[config.mk]
export PLATFORM = sky130hd
export DESIGN_NAME = mux_nne1_rr_flat
export DESIGN_NICKNAME = d
export VERILOG_FILES = /design/src/rtl/mux_nne1_rr_if.sv /design/src/rtl/mux_nne1_rr.sv /design/src/flat_wrapper.sv
export SDC_FILE = /design/constraint.sdc
export NUM_CORES = 1
export LEC_CHECK = 0
export CAP_MARGIN = 20
export CELL_PAD_IN_SITES_DETAIL_PLACEMENT = 1
export CELL_PAD_IN_SITES_GLOBAL_PLACEMENT = 2
export CORE_UTILIZATION = 21
export DETAILED_ROUTE_END_ITERATION = 8
export GPL_TIMING_DRIVEN = 0
export HOLD_SLACK_MARGIN = 0.03
export PLACE_DENSITY_LB_ADDON = 0.05
export SYNTH_ARGS = -nofsm -noshare
export SYNTH_HDL_FRONTEND = slang
export SYNTH_SLANG_ARGS = --single-unit
[constraint.sdc]
create_clock -name clk -period 2.2 [get_ports clk]
set_input_delay 0.33 -clock clk [delete_from_list [all_inputs] [get_ports clk]]
set_output_delay 0.33 -clock clk [all_outputs]
set_load 0.02 [all_outputs]
[src/rtl/mux_nne1_rr_if.sv]
`default_nettype none
// ============================================================================
//  Module      : mux_nne1_rr_if
//  Description : Bundle of producer-side and consumer-side handshake signals
//                for the N-to-1 registered multiplexer mux_nne1_rr.
//                  a           N*W  packed producer words, channel i = a[i*W +: W]
//                  a_valid     N    channel i offers a word
//                  a_ready     N    channel i word taken this cycle (one-hot/zero)
//                  s           SW   fixed source select (mode 0)
//                  mode        1    0 = fixed select, 1 = round-robin
//                  dalja       W    registered output word
//                  dalja_valid 1    dalja holds a word
//                  dalja_ready 1    consumer takes dalja this cycle
//                  grant       SW   source index of the word held in dalja
//                The "slave" modport is the multiplexer itself; the "master"
//                modport is the surrounding producers plus the consumer.
//  Revision    : 1.0  initial release
// ============================================================================
interface mux_nne1_rr_if #(
    parameter int W = 16,
    parameter int N = 4
);
    localparam int SW = (N > 1) ? $clog2(N) : 1;

    logic [N*W-1:0] a;
    logic [N-1:0]   a_valid;
    logic [N-1:0]   a_ready;
    logic [SW-1:0]  s;
    logic           mode;
    logic [W-1:0]   dalja;
    logic           dalja_valid;
    logic           dalja_ready;
    logic [SW-1:0]  grant;

    modport slave (
        input  a,
        input  a_valid,
        input  s,
        input  mode,
        input  dalja_ready,
        output a_ready,
        output dalja,
        output dalja_valid,
        output grant
    );

    modport master (
        output a,
        output a_valid,
        output s,
        output mode,
        output dalja_ready,
        input  a_ready,
        input  dalja,
        input  dalja_valid,
        input  grant
    );
endinterface
`default_nettype wire

[src/rtl/mux_nne1_rr.sv]
`default_nettype none
// ============================================================================
//  Module      : mux_nne1_rr
//  Description : Parametrised N-to-1 datapath multiplexer with a registered
//                output and valid/ready handshakes on both sides.
//                Mode 0 selects channel s; mode 1 arbitrates round-robin
//                among the requesting channels, starting after the channel
//                granted last.
//  Ports       : clk   in   rising-edge clock
//                rst   in   asynchronous active-high reset
//                bus   slave modport of mux_nne1_rr_if (data, handshakes,
//                      select, mode, grant)
//  Revision    : 1.0  initial release
// ============================================================================
module mux_nne1_rr #(
    parameter int W = 16,
    parameter int N = 4
) (
    input  wire logic    clk,
    input  wire logic    rst,
    mux_nne1_rr_if.slave bus
);

    localparam int SW = (N > 1) ? $clog2(N) : 1;

    // Output register occupancy
    localparam logic [0:0] ST_EMPTY = 1'b0;
    localparam logic [0:0] ST_FULL  = 1'b1;

    // ------------------------------------------------------------------------
    // State
    // ------------------------------------------------------------------------
    logic [0:0]    state_q, state_d;
    logic [W-1:0]  dalja_q, dalja_d;
    logic [SW-1:0] grant_q, grant_d;
    logic [SW-1:0] ptr_q,   ptr_d;

    // ------------------------------------------------------------------------
    // Source selection
    // ------------------------------------------------------------------------
    logic          fix_hit;
    logic          rr_hit;
    logic [SW-1:0] rr_sel;
    logic          hit;
    logic [SW-1:0] sel;
    logic [W-1:0]  sel_word;
    logic          load;
    logic          xfer;
    logic [N-1:0]  a_ready_w;

    // Fixed select: compare s against each real channel index so that an
    // out-of-range s (possible when N is not a power of two) never hits.
    always_comb begin
        fix_hit = 1'b0;
        for (int i = 0; i < N; i++) begin
            if (bus.s == SW'(i)) begin
                fix_hit = bus.a_valid[i];
            end
        end
    end

    // Round-robin: first pass looks above the pointer, second pass wraps to
    // the channels at or below it, so the last winner has lowest priority.
    always_comb begin
        rr_hit = 1'b0;
        rr_sel = '0;
        for (int i = 0; i < N; i++) begin
            if (!rr_hit && bus.a_valid[i] && (SW'(i) > ptr_q)) begin
                rr_hit = 1'b1;
                rr_sel = SW'(i);
            end
        end
        for (int i = 0; i < N; i++) begin
            if (!rr_hit && bus.a_valid[i] && (SW'(i) <= ptr_q)) begin
                rr_hit = 1'b1;
                rr_sel = SW'(i);
            end
        end
    end

    always_comb begin
        hit = bus.mode ? rr_hit : fix_hit;
        sel = bus.mode ? rr_sel : bus.s;
    end

    // Data selection by index loop keeps the part-select in range for any s.
    always_comb begin
        sel_word = '0;
        for (int i = 0; i < N; i++) begin
            if (sel == SW'(i)) begin
                sel_word = bus.a[i*W +: W];
            end
        end
    end

    // ------------------------------------------------------------------------
    // Handshake
    // ------------------------------------------------------------------------
    // The register can accept when empty or when being drained this cycle.
    // Nothing is acknowledged while reset is asserted, since the register
    // would discard it.
    always_comb begin
        load = (state_q == ST_EMPTY) || bus.dalja_ready;
        xfer = load && hit && !rst;
    end

    always_comb begin
        a_ready_w = '0;
        for (int i = 0; i < N; i++) begin
            a_ready_w[i] = xfer && (sel == SW'(i));
        end
    end

    // ------------------------------------------------------------------------
    // Next-state
    // ------------------------------------------------------------------------
    always_comb begin
        state_d = state_q;
        dalja_d = dalja_q;
        grant_d = grant_q;
        ptr_d   = ptr_q;
        if (load) begin
            if (hit) begin
                state_d = ST_FULL;
                dalja_d = sel_word;
                grant_d = sel;
                if (bus.mode) begin
                    ptr_d = sel;
                end
            end else begin
                // Drained with nothing to refill: word and grant keep their
                // last values, only occupancy drops.
                state_d = ST_EMPTY;
            end
        end
    end

    always_ff @(posedge clk or posedge rst) begin
        if (rst) begin
            state_q <= ST_EMPTY;
            dalja_q <= '0;
            grant_q <= '0;
            ptr_q   <= SW'(N - 1);   // channel 0 wins the first arbitration
        end else begin
            state_q <= state_d;
            dalja_q <= dalja_d;
            grant_q <= grant_d;
            ptr_q   <= ptr_d;
        end
    end

    // ------------------------------------------------------------------------
    // Outputs
    // ------------------------------------------------------------------------
    assign bus.a_ready     = a_ready_w;
    assign bus.dalja       = dalja_q;
    assign bus.dalja_valid = (state_q == ST_FULL);
    assign bus.grant       = grant_q;

endmodule
`default_nettype wire

[src/flat_wrapper.sv]
// flat-port wrapper written by rule: the top's interface ports become plain ports
module mux_nne1_rr_flat 
#(
    parameter int W = 16,
    parameter int N = 4
)
  (clk, rst, bus_a, bus_a_valid, bus_s, bus_mode, bus_dalja_ready, bus_a_ready, bus_dalja, bus_dalja_valid, bus_grant);
  mux_nne1_rr_if #(.W(W), .N(N)) bus_i ();
  input  wire logic clk;
  input  wire logic rst;
  input wire logic [$bits(bus_i.a)-1:0] bus_a;
  input wire logic [$bits(bus_i.a_valid)-1:0] bus_a_valid;
  input wire logic [$bits(bus_i.s)-1:0] bus_s;
  input wire logic [$bits(bus_i.mode)-1:0] bus_mode;
  input wire logic [$bits(bus_i.dalja_ready)-1:0] bus_dalja_ready;
  output wire logic [$bits(bus_i.a_ready)-1:0] bus_a_ready;
  output wire logic [$bits(bus_i.dalja)-1:0] bus_dalja;
  output wire logic [$bits(bus_i.dalja_valid)-1:0] bus_dalja_valid;
  output wire logic [$bits(bus_i.grant)-1:0] bus_grant;
  assign bus_i.a = bus_a;
  assign bus_i.a_valid = bus_a_valid;
  assign bus_i.s = bus_s;
  assign bus_i.mode = bus_mode;
  assign bus_i.dalja_ready = bus_dalja_ready;
  assign bus_a_ready = bus_i.a_ready;
  assign bus_dalja = bus_i.dalja;
  assign bus_dalja_valid = bus_i.dalja_valid;
  assign bus_grant = bus_i.grant;
  mux_nne1_rr #(.W(W), .N(N)) u_core (.clk(clk), .rst(rst), .bus(bus_i));
endmodule
---- Yosys cells after proc, flatten, opt, wreduce, memory -nomap -nowiden ----
Cells that the tools add are included.
storage, ports and cells
  flip-flop bits (word level) ............. 21
  latch bits .............................. 0
  memory bits (writable) .................. 0
  ROM bits ................................ 0
  input bits .............................. 74
  output and inout port bits .............. 23
  logic and storage cells ................. 79
  memories kept ........................... 0
operators by class
  add/subtract/negate cells ............... 0
  multiply operators ...................... 0
  div/mod/pow operators ................... 0
  magnitude comparators ................... 8
  equality and inequality tests ........... 6
  shift-type cells ........................ 0
  mux-type cells .......................... 26
  bitwise gates (word level) .............. 1
  reduce and logical (&&, ||, !) cells .... 34
operators with widths
  cell                  number
  $mux W16              4
  $logic_and A1 B1 Y1   21
  $mux W1               15
  $mux W2               7
  $eq A2 B2 Y1 const B  4
  $logic_not A1 Y1      8
  $eq A2 B1 Y1 const B  2
  $gt A1 B2 Y1 const A  2
  $gt A2 B2 Y1 const A  2
  $le A1 B2 Y1 const A  2
  $le A2 B2 Y1 const A  2
  $logic_not A2 Y1      2
  $reduce_and A3 Y1     1
  $reduce_and A2 Y1     1
  $logic_or A1 B1 Y1    1
  $not A1 Y1            1

---- Longest topological paths before layout ----
  word-level depth ........................ 37
  depth in mapped cells ................... 9
  gate-level depth less buffers ........... 5

---- Worst setup path before layout ----
Ideal clock, no wire load.
  path kind ............................... flip-flop to output port
  from .................................... register u_core.ptr_q[1]
  to ...................................... output bus_a_ready[0]
  data arrival time ....................... 1.960 ns
  data required time ...................... 1.870 ns
  setup slack ............................. -0.090 ns
  cell stages (with the launch flop) ...... 8
  path buffers ............................ 3
  cell sequence ........................... dfstp_2 inv_1 o311a_1 buf_6 nand2b_4 buf_6 buf_6 nor4_2
between the ends
  longest elaborated chain between the ends .. 35
  elaborated cells between the ends (all ways) .. 51
  those cells by class .................... 8 x order compare; 17 x mux; 26 x reduce/logical
RTL lines
  item                              RTL line            source
  from (decl)                       mux_nne1_rr.sv:36   logic [SW-1:0] ptr_q, ptr_d;
  from (signal assigned)            mux_nne1_rr.sv:143  ptr_q <= SW'(N - 1);
  from (signal assigned)            mux_nne1_rr.sv:148  ptr_q <= ptr_d;
  $gt A1 B2 Y1                      mux_nne1_rr.sv:68   if (!rr_hit && bus.a_valid[i] && (SW'(i) > ptr_q)) begin
  $logic_and A1 B1 Y1               mux_nne1_rr.sv:68
  $mux W1                           mux_nne1_rr.sv:68
  $logic_not A1 Y1                  mux_nne1_rr.sv:68
  $logic_and A1 B1 Y1 (2 in a row)  mux_nne1_rr.sv:68
  $mux W1                           mux_nne1_rr.sv:68
  $logic_not A1 Y1                  mux_nne1_rr.sv:68
  $logic_and A1 B1 Y1 (2 in a row)  mux_nne1_rr.sv:68
  [14 not listed]                   n/a
  $logic_and A1 B1 Y1 (2 in a row)  mux_nne1_rr.sv:74   if (!rr_hit && bus.a_valid[i] && (SW'(i) <= ptr_q)) begin
  $mux W1                           mux_nne1_rr.sv:74
  $logic_not A1 Y1                  mux_nne1_rr.sv:74
  $logic_and A1 B1 Y1 (2 in a row)  mux_nne1_rr.sv:74
  $mux W1                           mux_nne1_rr.sv:74
  $mux W1                           mux_nne1_rr.sv:82   hit = bus.mode ? rr_hit : fix_hit;
  $logic_and A1 B1 Y1 (2 in a row)  mux_nne1_rr.sv:104  xfer = load && hit && !rst;
  $logic_and A1 B1 Y1 *             mux_nne1_rr.sv:110  a_ready_w[i] = xfer && (sel == SW'(i));
  to (decl)                         flat_wrapper.sv:16  output wire logic [$bits(bus_i.a_ready)-1:0] bus_a_ready;
Every way passes the cells marked *; elsewhere a longest branch is shown, timed or not.

---- Worst setup path after layout ----
Ends and elaborated chain as after synthesis.

==> impl_metrics.csv <==
group,metric,value,unit
worst_setup_path,r2r-start,"u_core.ptr_q[1]",
worst_setup_path,crit_cells,5,
floorplanning,core,0.00830,mm^2
floorplanning,initial_core_util,0.218,
floorplanning,die_w,94.9,um
worst_setup_path,timing.rr.end,"u_core.bus.dalja[13]",
worst_setup_path,startpoint,"u_core.ptr_q[1]",
global_route,grt_usage,0.162,
cts,cts.reportedPaths.clkPinSlew,80,ps
pwr,leakagePower,1.24,nW
routing,vias_per_cell,4.81,
worst_setup_path,cp_cell_sequence,"inv_4 > o311a_4 > nand2b_4 > nor4_4 > buf_4",
floorplanning,fp.dieH,94.9,um
routing,antenna_left,0,
synthesis,synth_area_leaders,"dfrtp_1 (26%), a211oi_2 (12%), nand2_1 (9.1%)",
timing,post-route-min-period,2260,ps
flow_run,max-cap-violations,0,
global_route,antenna_found_initial,0,
timing,fin_ws,-60.0,ps
timing,setup_viol,4,
synthesis,synth_cell_type_count,40,
synthesis,synth_edf_count,0,
floorplanning,die-area,0.00900,mm^2
timing,drv_slew,0,
synthesis,yosys.area.top_type_share,0.263,
routing,wl_per_cell,16.5,um
cells_and_area,area_growth,75.4,%
synthesis,syn_inst,221,
synthesis,ys_seq_elements,21,
routing,routed_wl,7270,um
global_route,grt_pass1_vias,2175,
cts,cts_buffer_depth,2,
worst_setup_path,cp-endpoint,"bus_a_ready[0]",
timing,max_freq,442,MHz
synthesis,yosysTopAreaCell,"dfrtp_1",
routing,drt-initial-drc-count,88,
place,place_congestion,0.718,
synthesis,avgSynthCellArea,8.19,um^2
worst_setup_path,cp.arrival,1930,ps
worst_setup_path,cp-end-kind,"output pin",
synthesis,ys_warn_count,0,
worst_setup_path,rr_worst_depth,6,
place,post_dp_cell_area,0.00292,mm^2
synthesis,seq_area_frac_synth,0.292,
hold_path,hold_path_class,"reg2reg",
timing,rsz0062_at_grt,"true",
cells_and_area,drive_above_1_share,0.242,
timing,period_share,1.03,
timing,max_slew_margin,0.362,
synthesis,async_flop_share,1.00,
worst_setup_path,cp_top_family,"flip-flops",
worst_setup_path,startpoint_type,"flip-flop",
status,status,"finished, violations left",
place,portBuffers,95,
floorplanning,row_count,33,
floorplanning,io-pin-count,97,
timing,tightest_slew,956,ps
cts,clk_latency,260,ps
cells_and_area,final_cell_area,0.00318,mm^2
synthesis,synthFlopType,"dfrtp_1",
synthesis,netlist_area,0.00181,mm^2
routing,drc,0,
cells_and_area,finalNetCount,410,
synthesis,synth_nets,295,
worst_setup_path,cp_max_fo,3,
timing,finalHoldViolations,0,
cts,ctsHoldBuffers,0,
place,dp_hpwl,5580,um
worst_setup_path,crit_slowest_cell,"dfstp_2",
worst_setup_path,rrSetupSlack,160,ps
cts,numCtsBuffers,3,
pwr,ir_drop,0.357,mV
cells_and_area,final_util,0.383,
worst_setup_path,critPathKind,"reg2out",
synthesis,netlist_top_cells_count,"nand2_1 (44), nor2_1 (29), o31ai_1 (20), dfrtp_1 (19), a211oi_2 (18)",
global_route,grt_max_degree,22,
cells_and_area,fill_cells,987,
synthesis,synth_most_common_cell,"nand2_1",
global_route,gr-total-overflow,0,
worst_setup_path,cp.required,1870,ps
global_route,grt_pass1_wl,11300,um
cells_and_area,antenna_cells,0,
cts,cts_tree,"done",
pwr,p_per_area,764,mW/mm^2
routing,dr_total_vias,2115,
timing,fin_skew,3.57,ps
cts,cts.root.buffer_cell,"clkbuf_8",
status,violations,"setup timing",
worst_setup_path,path_buf_inv,2,
cts,htree_levels,1,
worst_setup_path,cp_slowest_stage_delay,600,ps
routing,first_pass_iters,4,
cts,clock_sinks,21,
==> stage by stage <==
step           hold WS, ps  total power [mW]  setup slack (ps)  instances  setup TNS, ps
3_5_place_dp           465              1.96             -1210        422         -13970
6_report               480              2.42             -60.0        440           -193
5_1_grt                509              2.60              -131        440           -491
2_1_floorplan          305              1.37             -89.7        221           -179
4_1_cts                486              2.38              -118        437           -482
3_3_place_gp           459              1.94             -1220        421         -13840
==> cell families (layout without fill, tap and decap cells) <==
group,count (synthesis),count (layout),synth area share
simple gates,101,101,0.255
compound gates,74,74,0.360
buf+inv,22,136,0.0691
flops,21,21,0.292
mux,3,3,0.0242
==> tightest hold or removal path: cells and delay by family (launching register included) <==
| kind | cells | cell delay [ps] |
|---|---|---|
| flip-flops | 1 | 350 |
| AO/OA/AOI/OAI | 1 | 50 |
| AND/OR/NAND/NOR | 1 | 50 |
==> layout by cell type, fill, tap and decap left out, drive strengths merged <==
master and instances:
mux4 1, dfrtp 19, nand2b 2, and3 1
clkbuf 8, a31o 1, nor4 4, a32o 1
a31oi 5, dlygate4sd2 1, o311ai 2, o2bb2ai 1
mux2 1, inv 3, dfstp 2, a211oi 28
mux2i 1, or2 2, nor2 30, nand2 44
clkdlybuf4s50 85, nor2b 9, clkdlybuf4s15 4, clkinv 1
o31a 1, o21ai 8, a2111oi 4, or3b 1
buf 34, nor3 8, o21a 1, o311a 2
o31ai 20
==> sequential cells by signal, indices dropped and copies added (netlist names) <==
register	flops
u_core.bus.dalja	16
u_core.bus.grant	2
u_core.ptr_q	2
u_core.bus.dalja_valid	1
==> final cells by class <==
class	instances	area, um^2	share of cell area
Buffer	14	113	0.0355
Clock buffer	3	41.3	0.0130
Clock inverter	1	5.00	0.00158
Inverter	3	13.8	0.00433
Multi-Input combinational cell	178	1250	0.393
Sequential cell	21	528	0.166
Tap cell	105	131	0.0414
Timing Repair Buffer	115	1090	0.345
==> power breakdown <==
part / switching [mW] / total (mW) / leakage [nW] / internal (mW)
Clock: 0.142 / 0.269 / 0.0255 / 0.126
Combinational: 0.781 / 1.53 / 0.970 / 0.749
Sequential: 0.0960 / 0.626 / 0.249 / 0.530
==> metal layers <==
metal | vias up | share of wire | GRT usage
met4 | 0 | 0 | 0.00379
li1 | 1052 | - | -
met1 | 1012 | 0.48 | 0.229
met5 | - | 0 | 0
met3 | 0 | 0.041 | 0.0274
met2 | 51 | 0.48 | 0.270
==> worst min path at each step <==
stage / startpoint / endpoint / depth (start not counted) / slack (ps)
floorplan: rst / u_core.bus.dalja[0] / 1 / 310
global placement: u_core.bus.dalja[1] / u_core.bus.dalja[1] / 2 / 460
finish: u_core.bus.dalja[10] / u_core.bus.dalja[10] / 2 / 480
global route: u_core.bus.grant[0] / u_core.bus.grant[0] / 2 / 510
detailed placement: u_core.bus.dalja[10] / u_core.bus.dalja[10] / 2 / 460
CTS: u_core.bus.dalja[10] / u_core.bus.dalja[10] / 2 / 490
==> timing repair <==
action                     4_1_cts  5_1_grt
setup buffers                   13        6
hold endpoints to repair         0        0
setup endpoints to repair       22       17
gates resized for setup         59       14
pin swaps                        9        4
(Power assumes the default switching activity.)
